<file path="src/rtl/opal_rx_ctrl_pkg.sv">
// Shared definitions for the OPAL receive controller: controller state encoding,
// receiver state_watch codes and fixed phase lengths.
package opal_rx_ctrl_pkg;

  typedef enum logic [2:0] {
    ST_IDLE    = 3'd0,
    ST_ARM     = 3'd1,
    ST_RECV    = 3'd2,
    ST_HOLD    = 3'd3,
    ST_GAP     = 3'd4,
    ST_DELIVER = 3'd5,
    ST_FAULT   = 3'd6
  } ctrl_state_e;

  // Receiver state_watch codes the controller reacts to
  localparam logic [3:0] RX_WAIT = 4'd4;
  localparam logic [3:0] RX_FAIL = 4'd5;

  // Cycles rx_enable stays high after WAIT is seen, so var1..var16 get latched
  localparam int HOLD_CYCLES = 2;

  // Counter width able to hold 0..n-1, never narrower than one bit
  function automatic int cnt_w(input int n);
    return (n > 1) ? $clog2(n) : 1;
  endfunction

endpackage

</file>
<file path="src/rtl/opal_rx_ctrl.sv">
// OPAL receive controller: arms on i_sync, enables the receiver for one frame,
// waits for WAIT/FAIL or a timeout, then delivers the frame or records a fault.
module opal_rx_ctrl
  import opal_rx_ctrl_pkg::*;
#(
  parameter int TIMEOUT_CYCLES = 2000,
  parameter int GAP_CYCLES     = 4,
  parameter int CNT_WIDTH      = 16
) (
  input  logic                 clk,
  input  logic                 rst,
  input  logic                 i_run,
  input  logic                 i_sync,
  output logic                 rx_enable,
  input  logic [3:0]           rx_state,
  output logic                 o_valid,
  input  logic                 i_ack,
  output logic [CNT_WIDTH-1:0] o_frame_cnt,
  output logic [7:0]           o_err_cnt,
  output logic                 o_timeout,
  output logic                 o_busy,
  output logic [2:0]           o_state
);

  localparam int TO_W   = cnt_w(TIMEOUT_CYCLES);
  localparam int GAP_W  = cnt_w(GAP_CYCLES);
  localparam int HOLD_W = cnt_w(HOLD_CYCLES);

  localparam logic [TO_W-1:0]   TO_LAST   = TO_W'(TIMEOUT_CYCLES - 1);
  localparam logic [GAP_W-1:0]  GAP_LAST  = GAP_W'(GAP_CYCLES - 1);
  localparam logic [HOLD_W-1:0] HOLD_LAST = HOLD_W'(HOLD_CYCLES - 1);

  ctrl_state_e          state_q, state_d;
  logic [TO_W-1:0]      to_cnt_q, to_cnt_d;
  logic [GAP_W-1:0]     gap_cnt_q, gap_cnt_d;
  logic [HOLD_W-1:0]    hold_cnt_q, hold_cnt_d;
  logic                 from_fault_q, from_fault_d;
  logic [CNT_WIDTH-1:0] frame_cnt_q, frame_cnt_d;
  logic [7:0]           err_cnt_q, err_cnt_d;

  always_ff @(posedge clk) begin
    if (rst) begin
      state_q      <= ST_IDLE;
      to_cnt_q     <= '0;
      gap_cnt_q    <= '0;
      hold_cnt_q   <= '0;
      from_fault_q <= 1'b0;
      frame_cnt_q  <= '0;
      err_cnt_q    <= '0;
    end else begin
      state_q      <= state_d;
      to_cnt_q     <= to_cnt_d;
      gap_cnt_q    <= gap_cnt_d;
      hold_cnt_q   <= hold_cnt_d;
      from_fault_q <= from_fault_d;
      frame_cnt_q  <= frame_cnt_d;
      err_cnt_q    <= err_cnt_d;
    end
  end

  always_comb begin
    state_d      = state_q;
    to_cnt_d     = to_cnt_q;
    gap_cnt_d    = gap_cnt_q;
    hold_cnt_d   = hold_cnt_q;
    from_fault_d = from_fault_q;
    frame_cnt_d  = frame_cnt_q;
    err_cnt_d    = err_cnt_q;

    case (state_q)
      ST_IDLE: begin
        if (i_run) state_d = ST_ARM;
      end

      // Dropping i_run wins over a coincident sync so a stop request is never missed
      ST_ARM: begin
        if (!i_run) begin
          state_d = ST_IDLE;
        end else if (i_sync) begin
          state_d  = ST_RECV;
          to_cnt_d = '0;
        end
      end

      ST_RECV: begin
        to_cnt_d = to_cnt_q + TO_W'(1);
        if (rx_state == RX_FAIL || to_cnt_q == TO_LAST) begin
          state_d = ST_FAULT;
        end else if (rx_state == RX_WAIT) begin
          state_d    = ST_HOLD;
          hold_cnt_d = '0;
        end
      end

      ST_HOLD: begin
        if (hold_cnt_q == HOLD_LAST) begin
          state_d      = ST_GAP;
          gap_cnt_d    = '0;
          from_fault_d = 1'b0;
          frame_cnt_d  = frame_cnt_q + CNT_WIDTH'(1);
        end else begin
          hold_cnt_d = hold_cnt_q + HOLD_W'(1);
        end
      end

      // The gap lets the receiver fall back to IDLE before the next frame
      ST_GAP: begin
        if (gap_cnt_q == GAP_LAST) begin
          if (!from_fault_q) state_d = ST_DELIVER;
          else if (i_run)    state_d = ST_ARM;
          else               state_d = ST_IDLE;
        end else begin
          gap_cnt_d = gap_cnt_q + GAP_W'(1);
        end
      end

      ST_DELIVER: begin
        if (i_ack) state_d = i_run ? ST_ARM : ST_IDLE;
      end

      ST_FAULT: begin
        state_d      = ST_GAP;
        gap_cnt_d    = '0;
        from_fault_d = 1'b1;
        if (err_cnt_q != 8'hFF) err_cnt_d = err_cnt_q + 8'd1;
      end

      default: state_d = ST_IDLE;
    endcase
  end

  assign rx_enable   = (state_q == ST_RECV) || (state_q == ST_HOLD);
  assign o_valid     = (state_q == ST_DELIVER);
  assign o_timeout   = (state_q == ST_FAULT);
  assign o_busy      = (state_q != ST_IDLE);
  assign o_state     = state_q;
  assign o_frame_cnt = frame_cnt_q;
  assign o_err_cnt   = err_cnt_q;

endmodule
</file>
<file path="config.mk">
export PLATFORM = sky130hd
export DESIGN_NAME = opal_rx_ctrl
export DESIGN_NICKNAME = d
export VERILOG_FILES = /design/src/rtl/opal_rx_ctrl_pkg.sv /design/src/rtl/opal_rx_ctrl.sv
export SDC_FILE = /design/constraint.sdc
export NUM_CORES = 1
export LEC_CHECK = 0
export BUFFER_PORTS_ARGS = -buffer_cell sky130_fd_sc_hd__buf_2
export CAP_MARGIN = 20
export CORE_UTILIZATION = 50
export CTS_CLUSTER_SIZE = 20
export DETAILED_ROUTE_END_ITERATION = 8
export HOLD_SLACK_MARGIN = 0.08
export PLACE_DENSITY_LB_ADDON = 0.05
export SLEW_MARGIN = 20
export SYNTH_ARGS = -nofsm -noshare
export SYNTH_HDL_FRONTEND = slang
export SYNTH_SLANG_ARGS = --single-unit
export TNS_END_PERCENT = 50
</file>
<file path="constraint.sdc">
create_clock -name clk -period 2.8 [get_ports clk]
set_input_delay 0.56 -clock clk [delete_from_list [all_inputs] [get_ports clk]]
set_output_delay 0.56 -clock clk [all_outputs]
set_load 0.03 [all_outputs]
</file>
==> impl_metrics.ini <==
[status]
outcome = finished, final reports clean

[routing]
first_iter_violations = 88
drtPass1Iterations = 4
via_per_inst = 5.22
postRouteAntennaNets = 0
wl_per_cell_microns = 12.0
drt_wl_total_mm = 3.80
num_vias = 1649
drc = 0

[grt]
grt_pass1_wl_mm = 6.26
grt_use_total = 0.187
grt_pass1_vias = 1364
antenna_found_initial = 0
grt_overflow = 0
use_met1 = 0.248
grt_busiest_layer = met2
gr-usage-met3 = 0.0534
met2_usage = 0.292
grt_max_degree = 22

[cts]
path_clk_slew_ns = 0.07
htreeDepth = 2
cts_tree = built
numCtsBuffers = 5
cts_sinks = 42
cts_root_buf = clkbuf_8
cts_hold_buf = 0
post_cts_buffers = 0
clk_latency_ns = 0.29
post_cts_resized = 0
ctsLongestPathBuffers = 2

[critical_path]
reg2reg_slack_ns = 0.86
rr_endpoint = o_frame_cnt[15]$_SDFFE_PP0P_
worstRegToRegCells = 5
path_buf_inv = 1
crit_cells = 2
reg2reg_from = o_state[2]$_SDFFE_PP0P_
critPathArrivalTime_ns = 1.60
worstSetupStartpoint = o_state[2]$_SDFFE_PP0P_
crit_path_end_kind = primary output
required_ns = 2.24
crit_path_top_delay_cell = dfxtp_1
cp_max_fo = 20
path_delay_family = flip-flops
critPathKind = register to primary output
cpPeakStageDelay_ns = 0.81
crit_end = o_valid
path_cells = and3b_1, buf_2
setup.worst_path.start_class = register

[yosys]
avgSynthCellArea_sq_um = 9.10
ys_ff_latch = 42
ys_types = 45
syn_area_sq_um = 2080
ys_warn_count = 0
synth_seq_area_share = 0.405
syn_nets = 241
syn_inst = 228

[layout]
syn2layout_area_growth_pct = 15.8
antenna_cells = 0
final_layout_size_suffix_gt1_frac = 0.218
fin_util = 0.601
nets = 278

[timing]
period_share = 0.771
fin_crit_ns = 2.16
maxSlewViolCount = 0
finalWorstSetupSlack_ns = 0.642
max-slew-margin-rel = 0.497
fin_tns_setup_ns = 0
setup_viol = 0
worst_slew_pin_slew_ns = 0.753
max_freq_mhz = 463
hold_viol = 0
fin_skew_ns = 0.00566
rsz0062_at_grt = no

[place]
place.gp.congestion = 0.773
hpwl_mm = 2.74
io_buffers = 39
pre_cts_slack_ns = 0.824

[power_and_ir_drop]
leakagePower_nw = 1.02
ir_worst_vdd_uv = 342
p_per_area_nw_per_um2 = 620

[die]
die_w_microns = 66.4
die-area_sq_um = 4410
dieHeight_microns = 66.4
start_util = 0.519
core_sq_um = 4000
io_pins = 40
rows = 23

[job]
maxCapViolations = 0

[min_path]
hp-class = register to register
sequential cells by signal, indices dropped and copies added (netlist names):
signal,flops
o_state,3
from_fault_q,1
hold_cnt_q,1
gap_cnt_q,2
to_cnt_q,11
o_err_cnt,8
o_frame_cnt,16
logic make-up after synthesis:
| logic type | count (synthesis) | share of synthesized area |
|---|---|---|
| XOR/XNOR | 30 | 0.127 |
| adder cells (fa/ha/maj) | 4 | 0.0241 |
| buffers and inverters | 14 | 0.0283 |
| flip-flops | 42 | 0.405 |
| AO/OA/AOI/OAI | 25 | 0.110 |
| multiplexers | 4 | 0.0193 |
| AND/OR/NAND/NOR | 109 | 0.286 |
synthesized netlist by cell type (all sizes together):
library cell  instances  area [sq um]
nor2                 44           165
dfxtp                42           841
xor2                 19           166
nand3                14          70.1
xnor2                11          96.3
nand2                10          37.5
a21oi                 9          45.0
nand4                 8          50.1
and3                  6          37.5
buf                   6          28.8
clkbuf                4          15.0
ha                    4          50.1
inv                   4          15.0
mux2i                 4          40.0
a211oi                3          22.5
nand2b                3          18.8
nor3                  3          15.0
nor3b                 3          27.5
a2111oi               2          55.1
and4                  2          17.5
nand4b                2          30.0
nor2b                 2          12.5
nor4                  2          18.8
nor4bb                2          20.0
o21ai                 2          10.0
o31ai                 2          20.0
or3                   2          12.5
a21o                  1          7.51
a22oi                 1          7.51
a311oi                1          15.0
a41oi                 1          16.3
and2                  1          6.26
and3b                 1          8.76
and4b                 1          10.0
nand3b                1          20.0
o211ai                1          12.5
o21bai                1          11.3
o22ai                 1          6.26
or3b                  1          8.76
or4                   1          7.51
metrics by stage:
step                hold WS (ns)  area (sq um)  power (mW)  cells
floorplan                  0.450          2080       0.970    228
global placement           0.467          2300        1.04    308
detailed placement         0.473          2300        1.04    308
CTS                        0.485          2400        1.51    316
global route               0.540          2400        1.58    316
finish                     0.485          2400        1.49    316
final cells by class:
class | count | area [sq um]
multi-input combinational | 172 | 1180
clock buffer | 7 | 76.3
tap | 50 | 62.6
timing repair buffer | 40 | 203
inverter | 4 | 15.0
sequential | 42 | 841
clock inverter | 1 | 30.0
fill | 370 | 1600
worst min path at each step:
stage	start	end	depth (start not counted)
final	from_fault_q$_SDFFE_PP0P_	from_fault_q$_SDFFE_PP0P_	2
after global routing	o_frame_cnt[1]$_SDFFE_PP0P_	o_frame_cnt[1]$_SDFFE_PP0P_	2
after CTS	from_fault_q$_SDFFE_PP0P_	from_fault_q$_SDFFE_PP0P_	2
after detailed placement	from_fault_q$_SDFFE_PP0P_	from_fault_q$_SDFFE_PP0P_	2
after global placement	from_fault_q$_SDFFE_PP0P_	from_fault_q$_SDFFE_PP0P_	2
after floorplan	from_fault_q$_SDFFE_PP0P_	from_fault_q$_SDFFE_PP0P_	2
report_power, final:
part           switching [mW]  leakage, nW  internal (mW)  total, mW
combinational           0.186        0.632          0.134      0.319
sequential             0.0827        0.339          0.621      0.704
clock                   0.201       0.0524          0.267      0.467
total                   0.469         1.02           1.02       1.49
cells in the final DEF (no fill, tap or decap), types with 3 or more instances in the layout:
| cell type | netlist | layout |
|---|---|---|
| nand4_1 | 8 | 8 |
| nand3_1 | 14 | 14 |
| nand2b_1 | 3 | 3 |
| and3_1 | 6 | 6 |
| nor3_1 | 3 | 3 |
| xor2_1 | 19 | 19 |
| buf_2 | 5 | 39 |
| xnor2_1 | 11 | 11 |
| nand2_1 | 10 | 10 |
| inv_1 | 4 | 4 |
| a211oi_1 | 3 | 3 |
| nor2_1 | 44 | 44 |
| mux2i_1 | 4 | 4 |
| ha_1 | 4 | 4 |
| dfxtp_1 | 42 | 42 |
| clkbuf_8 | 0 | 5 |
| a21oi_1 | 9 | 9 |
layer usage:
metal  routed length (microns)  part of all wire
met1                      1990              0.52
met2                      1590              0.42
met3                       178             0.047
met4                        38             0.010
met5                         0                 0
worst min-delay path: stages, from the launching register on:
cell     delay (ns)
dfxtp_1        0.33
nand2_1        0.06
a21oi_1        0.05
Power figures use the tool's default switching activity.
